`src/rtl/mcu.sv`:
```
// rtl/mcu.sv - hardwired multi-cycle control unit for the single-bus MIPS-subset CPU
//
// Ports:
//   clk, rst        rising-edge clock, synchronous active-high reset
//   Zero            ALU result==0 from the datapath (examined at the end of B1)
//   IR_out[31:0]    instruction register; opcode [31:26] dispatched in D0, funct [5:0] used in R1/R2
//   PC*, A*, IRWr   PC source/drive/write, A register write/drive, IR write
//   ALUOp, ExtSel   ALU operation and immediate-unit mode
//   *Oe             internal bus drivers (at most one high per cycle)
//   RegWr, RegDst   register-file write and destination select (0 rt / 1 rd)
//   Dir, Mem*, MDR* memory bus direction/strobes and MDR control, MARWr loads MAR
module mcu (
  input  logic        clk,
  input  logic        rst,
  input  logic        Zero,
  input  logic [31:0] IR_out,
  output logic        PCSrc,
  output logic        PCOe,
  output logic        PCWr,
  output logic [1:0]  ALUOp,
  output logic        AWr,
  output logic        AOe,
  output logic        IRWr,
  output logic [1:0]  ExtSel,
  output logic        ImmOe,
  output logic        RegWr,
  output logic        Reg1Oe,
  output logic        Reg2Oe,
  output logic        GOe,
  output logic        Dir,
  output logic        MemOe,
  output logic        MDRSrc,
  output logic        MDROe,
  output logic        MDRWr,
  output logic        MemRd,
  output logic        MemWr,
  output logic        MARWr,
  output logic        RegDst
);

  typedef enum logic [4:0] {
    F0, F1, F2, D0,
    L0, L1, L2, L3, L4,
    S0, S1, S2, S3, S4,
    R0, R1, R2,
    B0, B1, B2, B3, B4,
    I0, I1, I2,
    O0, O1, O2,
    J0
  } state_t;

  state_t state, next;

  logic [5:0] op, funct;
  logic [1:0] r_aluop;
  logic       r_known;
  logic       unused_ir;

  assign op        = IR_out[31:26];
  assign funct     = IR_out[5:0];
  assign unused_ir = ^IR_out[25:6];

  // R-type funct decode; unsupported functs compute an add but never write back.
  always_comb begin
    r_aluop = 2'b00;
    r_known = 1'b1;
    case (funct)
      6'h20:   r_aluop = 2'b00;
      6'h22:   r_aluop = 2'b01;
      6'h24:   r_aluop = 2'b10;
      6'h25:   r_aluop = 2'b11;
      default: r_known = 1'b0;
    endcase
  end

  always_ff @(posedge clk) begin
    if (rst) state <= F0;
    else     state <= next;
  end

  always_comb begin
    next = F0;
    case (state)
      F0: next = F1;
      F1: next = F2;
      F2: next = D0;
      D0: begin
        case (op)
          6'h23:   next = L0;
          6'h2B:   next = S0;
          6'h00:   next = R0;
          6'h04:   next = B0;
          6'h08:   next = I0;
          6'h0D:   next = O0;
          6'h02:   next = J0;
          default: next = F0;
        endcase
      end
      L0: next = L1;
      L1: next = L2;
      L2: next = L3;
      L3: next = L4;
      S0: next = S1;
      S1: next = S2;
      S2: next = S3;
      S3: next = S4;
      R0: next = R1;
      R1: next = R2;
      B0: next = B1;
      B1: next = Zero ? B2 : F0;  // Zero reflects rs - rt computed in this cycle
      B2: next = B3;
      B3: next = B4;
      I0: next = I1;
      I1: next = I2;
      O0: next = O1;
      O1: next = O2;
      default: next = F0;
    endcase
  end

  always_comb begin
    PCSrc = 1'b0; PCOe = 1'b0; PCWr = 1'b0; ALUOp = 2'b00; AWr = 1'b0;
    AOe = 1'b0; IRWr = 1'b0; ExtSel = 2'b00; ImmOe = 1'b0; RegWr = 1'b0;
    Reg1Oe = 1'b0; Reg2Oe = 1'b0; GOe = 1'b0; Dir = 1'b0; MemOe = 1'b0;
    MDRSrc = 1'b0; MDROe = 1'b0; MDRWr = 1'b0; MemRd = 1'b0; MemWr = 1'b0;
    MARWr = 1'b0; RegDst = 1'b0;
    // Reset silences every strobe, including the state an aborted instruction was in.
    if (!rst) begin
      case (state)
        F0: begin PCOe = 1'b1; MARWr = 1'b1; end
        F1: begin
          MemRd = 1'b1; MemOe = 1'b1; MDRSrc = 1'b1; MDRWr = 1'b1; PCWr = 1'b1;
        end
        F2: begin MDROe = 1'b1; IRWr = 1'b1; end
        L0, S0, R0, B0, I0, O0: begin Reg1Oe = 1'b1; AWr = 1'b1; end
        L1, S1, I1: begin ImmOe = 1'b1; ExtSel = 2'b01; end
        O1: begin ImmOe = 1'b1; ExtSel = 2'b00; ALUOp = 2'b11; end
        L2, S2: begin GOe = 1'b1; MARWr = 1'b1; end
        L3: begin MemRd = 1'b1; MemOe = 1'b1; MDRSrc = 1'b1; MDRWr = 1'b1; end
        L4: begin MDROe = 1'b1; RegWr = 1'b1; end
        S3: begin Reg2Oe = 1'b1; MDRWr = 1'b1; end
        S4: begin MemWr = 1'b1; Dir = 1'b1; end
        R1: begin Reg2Oe = 1'b1; ALUOp = r_aluop; end
        R2: begin GOe = 1'b1; RegDst = 1'b1; RegWr = r_known; end
        B1: begin Reg2Oe = 1'b1; ALUOp = 2'b01; end
        B2: begin PCOe = 1'b1; AWr = 1'b1; end
        B3: begin ImmOe = 1'b1; ExtSel = 2'b10; end
        B4: begin GOe = 1'b1; PCSrc = 1'b1; PCWr = 1'b1; end
        I2, O2: begin GOe = 1'b1; RegWr = 1'b1; end
        J0: begin ImmOe = 1'b1; ExtSel = 2'b11; PCSrc = 1'b1; PCWr = 1'b1; end
        default: ;
      endcase
    end
  end

endmodule

```
`config.mk`:
```
export PLATFORM = sky130hd
export DESIGN_NAME = mcu
export DESIGN_NICKNAME = d
export VERILOG_FILES = /design/src/rtl/mcu.sv
export SDC_FILE = /design/constraint.sdc
export NUM_CORES = 1
export LEC_CHECK = 0
export BUFFER_PORTS_ARGS = -buffer_cell sky130_fd_sc_hd__buf_2
export CORE_ASPECT_RATIO = 1.1
export CORE_UTILIZATION = 40
export CTS_CLUSTER_DIAMETER = 150
export DETAILED_ROUTE_END_ITERATION = 6
export PLACE_DENSITY_LB_ADDON = 0.08
export SYNTH_ARGS = -nofsm -noshare
export SYNTH_HDL_FRONTEND = slang
export SYNTH_SLANG_ARGS = --single-unit
```
`constraint.sdc`:
```
create_clock -name clk -period 1.52 [get_ports clk]
set_input_delay 0.304 -clock clk [delete_from_list [all_inputs] [get_ports clk]]
set_output_delay 0.304 -clock clk [all_outputs]
set_load 0.005 [all_outputs]
```
==> qor.yml <==
whs_path_depth: 4
yosysTopAreaCellShare_pct: 8.909
synthesis.area_um2: 1124
drc: 0
grt_start_max_net_pins: 18
cts_tree: "yes"
yosysSeqAreaShare_pct: 8.909
ant_nets: 0
finalMaxSlewViolations: 0
htree_levels: 1
biggestRegsByFlops: "state (5)"
syn_nets: 200
powerDensity_nw_per_um2: 312.1
nFillCells: 168
syn_area_per_cell_um2: 6.810
slowest_delay_ns: 0.36
yosys_warnings: 0
drtIter0Drc: 73
diodes: 0
reg2reg_from: "state[4]$_SDFF_PP0_"
fin_skew_ns: 0.0002975
grt_pass1_vias: 1417
design.core.area_um2: 2591
overflow: 0
dieArea_um2: 3025
maxCapViolations: 0
comb_power_share_pct: 54.0
required_ns: 1.22
hold_ws_ns: 0.4296
synth_largest_area_cell: "dfxtp_1"
clock-root-buffer: "clkbuf_4"
status: "finished with violations"
regMostFlops: "state"
clock_sinks: 5
period_share_pct: 120.5
start_util_pct: 43.36
drt-wirelength-per-cell_um: 15.70
hold_buffers: 0
critPathKind: "register to primary output"
final-seq-area_um2: 118.9
hold_viol: 0
setup_viol: 27
use_met2_pct: 51.90
rsz0062_at_grt: "true"
fmax_mhz: 545.8
clock_latency_ns: 0.24
fin_ws_ns: -0.3121
vias: 1583
pin_count: 59
worstSetupEndpointType: "primary output"
ys_top_cells_by_area: "dfxtp_1, nor3_1, buf_4"
synthDistinctLibCells: 56
vias_per_cell: 5.799
cts_buffers: 3
multi_input_area_um2: 1155
synthFlopType: "dfxtp_1"
critPathLaunch: "state[2]$_SDFF_PP0_"
area_growth_pct: 83.52
pwr-share-clk_pct: 23.4
drt-pass1-iter-count: 6
port-buffer-count: 37
ir_drop_mv: 0.4112
final_common_cell: "buf_4"
max-clock-path-buffers: 2
critPathMaxFanout: 8
slowest_stage: "dfxtp_4"
nNetsFinal: 278
path_cells: "inv_1, buf_4, nand3_1, or2_4, a21oi_2, buf_2"
final_core_util_pct: 79.58
min-delay-start: "IR_out[30]"
cell_internal_pwr_mw: 0.4128
placementRows: 19
violations: "setup timing"
switching_power_mw: 0.2307
use_met1_pct: 29.17
use_met3_pct: 1.333
drt-total-wl_um: 4286
syn-instance-count: 165
gp_congestion: 0.8297
r2r_cells: 6
switching_share_pct: 35.86
final.min_clock_period_ns: 1.832
antenna_found_initial: 0
hpwlAfterDp_um: 2741
drive_above_1_share_pct: 62.81
grt_pass1_wl_um: 6072
layout_common_cells: "buf_4, buf_2, buf_6, nor2_1"
busiest_layer: "met2"
grt.total_usage_pct: 26.12
worst_ep_arrival_time_ns: 1.53
largest_reg_flops: 5
cp-start-kind: "register"
ys_seq_elements: 5
seq_power_share_pct: 22.6
synthArstFlopShare_pct: 0
cts.clk_slew.worst_paths_ns: 0.04
fp.dieW_um: 52.54
hold_class: "input port to register"
synth_edf_count: 0
die_h_um: 57.59
p_leak_nw: 0.8661
-- stage by stage --
step / setup slack [ns] / area (um2) / total power [mW] / cells / setup TNS, ns
floorplan: -0.06308 / 1135 / 0.3101 / 165 / -0.1262
global placement: -0.2648 / 1545 / 0.3996 / 255 / -2.571
detailed placement: -0.2678 / 1545 / 0.4090 / 255 / -3.218
CTS: -0.3048 / 1913 / 0.6093 / 270 / -4.872
global route: -0.3939 / 2062 / 0.6700 / 273 / -6.173
finish: -0.3121 / 2062 / 0.6435 / 273 / -4.962
-- layer usage --
metal,up-vias,routed length [um]
met5,-,0
met4,0,29
met3,4,162
met2,64,2376
met1,753,1717
li1,762,-
-- worst max-delay path, delay by kind of cell (launching register included) --
family	cells	cell delay [ns]
buf+inv	3	0.44
flops	1	0.36
simple gates	2	0.35
compound gates	1	0.14
-- power groups by stage --
stage	registers, mW	logic (mW)	clock network, mW
after CTS	0.146	0.314	0.150
after global routing	0.146	0.371	0.153
after global placement	0.150	0.250	0
after floorplan	0.141	0.169	0
after detailed placement	0.150	0.259	0
final	0.145	0.348	0.151
-- worst paths after layout --
kind                         end  slack, ns
max                    ExtSel[0]      -0.31
min          state[4]$_SDFF_PP0_       0.43
max reg2reg  state[1]$_SDFF_PP0_      -0.01
min reg2reg  state[3]$_SDFF_PP0_       0.80
-- repair_timing --
action | 4_1_cts | 5_1_grt
endpoints found under the setup margin | 28 | 28
pin swaps | 17 | 13
endpoints found under the hold margin | 0 | 0
setup buffers | 14 | 4
resized for setup | 65 | 31
-- cell families after synthesis --
family                 Yosys count  share of synthesized area (%)
AO/OA/AOI/OAI                   51                          31.52
XOR/XNOR                         4                          3.119
buffers and inverters           25                          13.25
flip-flops                       5                          8.909
multiplexers                     2                          1.782
other                            1                         0.3338
AND/OR/NAND/NOR                 77                          41.09
-- cells in the mapped netlist, drive strengths merged (4+ instances only) --
cell     n
nor4     4
dfxtp    5
nand3    5
a21oi   11
clkbuf   5
nand2    9
a31oi    5
nand2b   8
nor3    12
nand3b   6
nor2    12
nor2b    5
o21ai    8
or2      4
buf     17
-- layout make-up --
cell class,instances,share of cell area (%)
Clock buffer,4,1.274
Inverter,3,0.5461
Multi-Input combinational cell,135,56.01
Sequential cell,5,5.765
Tap cell,31,1.881
Timing Repair Buffer,95,34.53
No activity file was read; power rests on OpenSTA's default activity.
